===== src/rtl/masked_serial_incrementer.sv =====
// masked_serial_incrementer
//   Bit-serial first-order masked incrementer. Adds a shared 1-bit carry-in to
//   a shared WIDTH-bit operand, LSB first, one bit per step cycle, through a
//   single half_adder_masked instance. The shares are never recombined.
//
// Parameters
//   WIDTH      operand width in bits (>= 2)
//   LFSR_SEED  reset value of the internal randomness LFSR (0 maps to 16'h0001)
//
// Ports
//   clk, rst              clock (rising edge), synchronous active-high reset
//   i_start               start request, sampled only in IDLE
//   i_a0, i_a1            operand shares, a = a0 ^ a1
//   i_cin0, i_cin1        carry-in shares, cin = cin0 ^ cin1
//   i_rnd, i_rnd_valid    external random bit + valid (MASKED_INC_EXT_RAND_EN only)
//   o_rnd_req             randomness requested, high in RUN (MASKED_INC_EXT_RAND_EN only)
//   o_busy                high in RUN and DONE
//   o_done                one-cycle completion pulse
//   o_sum0, o_sum1        result shares, sum = (a + cin) mod 2^WIDTH
//   o_cout0, o_cout1      carry-out shares
//
// Build option
//   MASKED_INC_EXT_RAND_EN  take randomness from i_rnd/i_rnd_valid (steps stall
//                           while i_rnd_valid is low) instead of the internal LFSR.

module masked_serial_incrementer #(
  parameter int unsigned WIDTH     = 8,
  parameter logic [15:0] LFSR_SEED = 16'hACE1
) (
  input  logic             clk,
  input  logic             rst,
  input  logic             i_start,
  input  logic [WIDTH-1:0] i_a0,
  input  logic [WIDTH-1:0] i_a1,
  input  logic             i_cin0,
  input  logic             i_cin1,
`ifdef MASKED_INC_EXT_RAND_EN
  input  logic             i_rnd,
  input  logic             i_rnd_valid,
  output logic             o_rnd_req,
`endif
  output logic             o_busy,
  output logic             o_done,
  output logic [WIDTH-1:0] o_sum0,
  output logic [WIDTH-1:0] o_sum1,
  output logic             o_cout0,
  output logic             o_cout1
);

  localparam int unsigned CNT_W = (WIDTH > 2) ? $clog2(WIDTH) : 1;

  typedef enum logic [1:0] {
    ST_IDLE = 2'd0,
    ST_RUN  = 2'd1,
    ST_DONE = 2'd2
  } state_t;

  state_t             state_q, state_n;
  logic [WIDTH-1:0]   op0_q, op0_n, op1_q, op1_n;
  logic [WIDTH-1:0]   res0_q, res0_n, res1_q, res1_n;
  logic               cy0_q, cy0_n, cy1_q, cy1_n;
  logic [CNT_W-1:0]   cnt_q, cnt_n;
  logic               busy_n, done_n;
  logic [WIDTH-1:0]   sum0_n, sum1_n;
  logic               cout0_n, cout1_n;

  logic               step_c;
  logic               rn_c;
  logic               ha_s0_c, ha_s1_c, ha_c0_c, ha_c1_c;

`ifdef MASKED_INC_EXT_RAND_EN
  logic               rnd_req_n;

  // A step consumes the presented external bit; no valid bit means a stall.
  assign step_c = (state_q == ST_RUN) && i_rnd_valid;
  assign rn_c   = i_rnd;
`else
  localparam logic [15:0] SEED_EFF = (LFSR_SEED == 16'h0000) ? 16'h0001 : LFSR_SEED;

  logic [15:0]        lfsr_q, lfsr_n;
  logic               lfsr_fb_c;

  // Fibonacci LFSR x^16+x^14+x^13+x^11+1, shifting right; bit 0 is the fresh bit.
  assign lfsr_fb_c = lfsr_q[0] ^ lfsr_q[2] ^ lfsr_q[3] ^ lfsr_q[5];
  assign step_c    = (state_q == ST_RUN);
  assign rn_c      = lfsr_q[0];
`endif

  // Single shared half adder; its outputs only ever feed registers.
  half_adder_masked u_ha (
    .a0     (op0_q[0]),
    .a1     (op1_q[0]),
    .b0     (cy0_q),
    .b1     (cy1_q),
    .rN     (rn_c),
    .sum0   (ha_s0_c),
    .sum1   (ha_s1_c),
    .carry0 (ha_c0_c),
    .carry1 (ha_c1_c)
  );

  // Next-state and next-register values.
  always_comb begin
    state_n = state_q;
    op0_n   = op0_q;
    op1_n   = op1_q;
    res0_n  = res0_q;
    res1_n  = res1_q;
    cy0_n   = cy0_q;
    cy1_n   = cy1_q;
    cnt_n   = cnt_q;
    busy_n  = 1'b0;
    done_n  = 1'b0;
    sum0_n  = o_sum0;
    sum1_n  = o_sum1;
    cout0_n = o_cout0;
    cout1_n = o_cout1;
`ifndef MASKED_INC_EXT_RAND_EN
    lfsr_n  = lfsr_q;
`endif

    case (state_q)
      ST_IDLE: begin
        if (i_start) begin
          op0_n   = i_a0;
          op1_n   = i_a1;
          cy0_n   = i_cin0;
          cy1_n   = i_cin1;
          cnt_n   = '0;
          state_n = ST_RUN;
          busy_n  = 1'b1;
        end
      end

      ST_RUN: begin
        busy_n = 1'b1;
        if (step_c) begin
          // Result bits enter at the MSB so the first bit ends up at bit 0.
          res0_n = {ha_s0_c, res0_q[WIDTH-1:1]};
          res1_n = {ha_s1_c, res1_q[WIDTH-1:1]};
          cy0_n  = ha_c0_c;
          cy1_n  = ha_c1_c;
          op0_n  = op0_q >> 1;
          op1_n  = op1_q >> 1;
          cnt_n  = cnt_q + CNT_W'(1);
`ifndef MASKED_INC_EXT_RAND_EN
          lfsr_n = {lfsr_fb_c, lfsr_q[15:1]};
`endif
          // Publish on the last step so outputs and o_done are valid in DONE.
          if (cnt_q == CNT_W'(WIDTH - 1)) begin
            state_n = ST_DONE;
            done_n  = 1'b1;
            sum0_n  = res0_n;
            sum1_n  = res1_n;
            cout0_n = ha_c0_c;
            cout1_n = ha_c1_c;
          end
        end
      end

      ST_DONE: begin
        state_n = ST_IDLE;
      end

      default: begin
        state_n = ST_IDLE;
      end
    endcase
  end

`ifdef MASKED_INC_EXT_RAND_EN
  assign rnd_req_n = (state_n == ST_RUN);
`endif

  // State, datapath and output registers.
  always_ff @(posedge clk) begin
    if (rst) begin
      state_q <= ST_IDLE;
      op0_q   <= '0;
      op1_q   <= '0;
      res0_q  <= '0;
      res1_q  <= '0;
      cy0_q   <= 1'b0;
      cy1_q   <= 1'b0;
      cnt_q   <= '0;
      o_busy  <= 1'b0;
      o_done  <= 1'b0;
      o_sum0  <= '0;
      o_sum1  <= '0;
      o_cout0 <= 1'b0;
      o_cout1 <= 1'b0;
`ifdef MASKED_INC_EXT_RAND_EN
      o_rnd_req <= 1'b0;
`else
      lfsr_q  <= SEED_EFF;
`endif
    end else begin
      state_q <= state_n;
      op0_q   <= op0_n;
      op1_q   <= op1_n;
      res0_q  <= res0_n;
      res1_q  <= res1_n;
      cy0_q   <= cy0_n;
      cy1_q   <= cy1_n;
      cnt_q   <= cnt_n;
      o_busy  <= busy_n;
      o_done  <= done_n;
      o_sum0  <= sum0_n;
      o_sum1  <= sum1_n;
      o_cout0 <= cout0_n;
      o_cout1 <= cout1_n;
`ifdef MASKED_INC_EXT_RAND_EN
      o_rnd_req <= rnd_req_n;
`else
      lfsr_q  <= lfsr_n;
`endif
    end
  end

endmodule

// half_adder_masked
//   First-order masked half adder. Sum shares are share-wise XORs; the AND for
//   the carry uses one fresh bit rN to re-mask the cross terms.
// Ports
//   a0, a1 / b0, b1   input shares
//   rN                fresh random bit
//   sum0, sum1        shares of a ^ b
//   carry0, carry1    shares of a & b
module half_adder_masked (
  input  logic a0,
  input  logic a1,
  input  logic b0,
  input  logic b1,
  input  logic rN,
  output logic sum0,
  output logic sum1,
  output logic carry0,
  output logic carry1
);

  assign sum0 = a0 ^ b0;
  assign sum1 = a1 ^ b1;

  // Each cross term is masked by rN before meeting the same-domain product.
  assign carry0 = (a0 & b0) ^ ((a0 & b1) ^ rN);
  assign carry1 = (a1 & b1) ^ ((a1 & b0) ^ rN);

endmodule


===== config.mk =====
export PLATFORM = sky130hd
export DESIGN_NAME = masked_serial_incrementer
export DESIGN_NICKNAME = d
export VERILOG_FILES = /design/src/rtl/masked_serial_incrementer.sv
export SDC_FILE = /design/constraint.sdc
export NUM_CORES = 1
export LEC_CHECK = 0
export BUFFER_PORTS_ARGS = -buffer_cell sky130_fd_sc_hd__buf_2
export CAP_MARGIN = 5
export CORE_MARGIN = 10
export CORE_UTILIZATION = 40
export CTS_CLUSTER_SIZE = 8
export DETAILED_ROUTE_END_ITERATION = 10
export PLACE_DENSITY = 0.65
export SYNTH_ARGS = -nofsm -noshare
export SYNTH_HDL_FRONTEND = slang
export SYNTH_HIERARCHICAL = 1
export SYNTH_SLANG_ARGS = --single-unit

===== constraint.sdc =====
create_clock -name clk -period 2.11 [get_ports clk]
set_input_delay 0.422 -clock clk [delete_from_list [all_inputs] [get_ports clk]]
set_output_delay 0.422 -clock clk [all_outputs]
set_load 0.01 [all_outputs]

==> metrics <==
number of standard cells in the layout, taps in and fillers out=482; initial standard-cell utilization of the core=41.5%; initial antenna violation count=0; Setup TNS Final=0 ps; setup skew after layout=8.32 ps; number of standard-cell rows in the floorplan=30; TritonCTS clock tree=built; Remaining DRCs=0; GRT busiest layer=met2; Yosys top cell by area=sky130_fd_sc_hd__dfxtp_1; chip width=104 µm; unrepaired setup endpoints after global routing=no; setup repair bufs after CTS=0; placed cells=466; commonest cells after routing, fill and taps aside=sky130_fd_sc_hd__nand2_1, sky130_fd_sc_hd__dfxtp_1, sky130_fd_sc_hd__a21oi_1; detailed-route wire length per cell=12.5 µm; required arrival time at the worst endpoint=2370 ps; Setup-failing EPs final=0; FFs w/ async S/R, synth=0%; Boundary Pins=41; register bit count reported by yosys=73; portion of the clock cycle consumed by the worst path in the final layout=74.4%; leakage power of the design=1.29 nW; number of gates given a new drive strength after cts=0; wire length of the first global-routing pass=10,300 µm; distinct cell type count of the synthesized netlist=24; final global-route overflow total=0; Area contributors post-synth=sky130_fd_sc_hd__dfxtp_1, sky130_fd_sc_hd__nand2_1, sky130_fd_sc_hd__a21oi_1; placeable core region=6870 µm²; number of maximum-capacitance violations=0; via count of the first global-routing pass=2,227; Final Critical Period=1570 ps; category of the critical setup timing path=reg2reg; peak ir drop on the vdd network=0.301 mV; Tightest Hold Check Type=in2reg; initial drt markers=106; total wirelength of the detailed-routed design=6040 µm; clk root buf=sky130_fd_sc_hd__clkbuf_8; IO buf count=40; total global-route track usage=11.5%; HPWL after detailed placement=4050 µm; post-synth design cell area=2850 µm²; maximum root-to-sink buffer count=2; hold-fix buffer count after cts=0; Die Y-Extent=104 µm; Peak Freq=637 MHz; relative slew slack=55.7%; routing usage on met2=18.3%; crit end category=register; prevailing post-synth register cell=sky130_fd_sc_hd__dfxtp_1; last weighted congestion value of the routability-driven placer=0.724; worst slew pin tran=664 ps; number of instances in the synthesized netlist=349; maximum fanout along the worst path=27; sinks on the clock net=73; layout overhead on the synthesized area=14.1%; cts bufs inserted=9; startpoint class of the critical path=register; largest net degree at the start of global routing=42; share of post-route cells with drive strength above 1=17.1%; drt first pass iters=5; met1 usage in global routing=13.3%; status=finished clean; clock transition time at the flip-flop clock pins of the worst setup and hold paths=70 ps; mean instance size in the synthesized netlist=8.16 µm²; dpl ws=448 ps; EDFF count, synth=0; data arrival time at the worst-slack endpoint=1830 ps; Yosys warning total=6; Vias=2,324; proportion of netlist area held by the largest area contributor=51.3%; Final Hold Fails=0; sequential cell area fraction in the yosys report=51.3%; commonest non-fill, non-tap cell in the layout=sky130_fd_sc_hd__nand2_1; vias per cell=4.82; post-route ant nets=0; met3 track demand over resource in global routing=3.84%; power per standard cell area=817 nW/µm²; number of max-slew violations in the final report=0; Die Area=10,900 µm²; Post-layout nets=406; worst-skew pair later-pin latency=350 ps; least setup slack across all paths after layout=540 ps; number of fill cells=695; Synth Net Count=374; Antenna diodes=0; CTS H-tree depth=3
sequential cells by signal (all words and copies together) (netlist names):
register	cells
op1_q	8
lfsr_q	16
o_done	1
cy0_q	1
op0_q	8
res0_q	7
o_cout0	1
cnt_q	3
res1_q	7
o_busy	1
o_cout1	1
cy1_q	1
state_q	2
o_sum1	8
o_sum0	8
stage by stage:
stage,area [µm²],util (%),power (mW),hold WS (ps)
2_1_floorplan,2850,-,1.67,432
3_3_place_gp,3080,44.8,1.72,438
3_5_place_dp,3080,44.8,1.72,447
4_1_cts,3250,47.3,2.69,317
5_1_grt,3250,47.3,2.79,327
6_report,3250,47.3,2.65,338
cell families (layout without fill, tap and decap cells):
| logic type | Yosys count | count (layout) | synth area share [%] |
|---|---|---|---|
| AOI/OAI and AO/OA | 65 | 65 | 13.5 |
| xor gates and xnor gates | 7 | 7 | 2.15 |
| and+or+nand+nor | 171 | 171 | 24.8 |
| buffers and inverters | 28 | 65 | 6.10 |
| muxes | 1 | 1 | 0.351 |
| DFF | 73 | 73 | 51.3 |
| adders and majority gates | 4 | 4 | 1.76 |
critical path, stage by stage (launching register included):
cell and delay [ps]:
sky130_fd_sc_hd__dfxtp_1 470, sky130_fd_sc_hd__nand2b_2 350, sky130_fd_sc_hd__buf_4 340, sky130_fd_sc_hd__nor2_1 70, sky130_fd_sc_hd__a311oi_1 240
layer usage:
metal | up-vias | share of wire, % | wire (µm)
li1 | 1212 | - | -
met1 | 1075 | 46 | 2760
met2 | 33 | 49 | 2950
met3 | 4 | 4.6 | 275
met4 | 0 | 0.81 | 49
met5 | - | 0 | 0
synth_stat cells (2+ instances only):
cell,n
sky130_fd_sc_hd__nand2b_1,2
sky130_fd_sc_hd__nand3_1,3
sky130_fd_sc_hd__ha_1,4
sky130_fd_sc_hd__clkbuf_1,7
sky130_fd_sc_hd__nor3_1,2
sky130_fd_sc_hd__a311oi_1,16
sky130_fd_sc_hd__buf_4,8
sky130_fd_sc_hd__xor2_1,2
sky130_fd_sc_hd__buf_2,7
sky130_fd_sc_hd__a21oi_1,47
sky130_fd_sc_hd__nand2_1,130
sky130_fd_sc_hd__buf_6,4
sky130_fd_sc_hd__dfxtp_1,73
sky130_fd_sc_hd__nor2_1,20
sky130_fd_sc_hd__nand3b_1,10
sky130_fd_sc_hd__xnor2_1,5
sky130_fd_sc_hd__o21ai_0,2
path summary, 6_finish.rpt:
| path | from | endpoint | slack, ps | depth (start not counted) |
|---|---|---|---|---|
| worst min-delay path | i_a1[2] | op1_q[2] | 340 | 3 |
| worst max-delay path | state_q[1] | op1_q[4] | 540 | 4 |
| worst min register to register | o_sum1[0] | o_sum1[0] | 450 | 2 |
| worst max register to register | state_q[1] | op1_q[4] | 540 | 4 |
cell type report:
| class | instances | area (µm²) | area share (%) |
|---|---|---|---|
| well taps | 96 | 120 | 3.70 |
| repair buffers | 48 | 273 | 8.39 |
| multi-input cells | 248 | 1220 | 37.5 |
| inverters | 1 | 3.75 | 0.116 |
| clock inverters | 5 | 31.3 | 0.963 |
| flip-flops and latches | 73 | 1460 | 45.0 |
| clock buffers | 11 | 141 | 4.35 |
where the power goes:
part	switching [mW]	internal, mW	total (mW)
clock network	0.511	0.455	0.966
registers	0.0376	1.43	1.47
logic	0.128	0.0883	0.216
No activity file was read; power rests on OpenSTA's default activity.
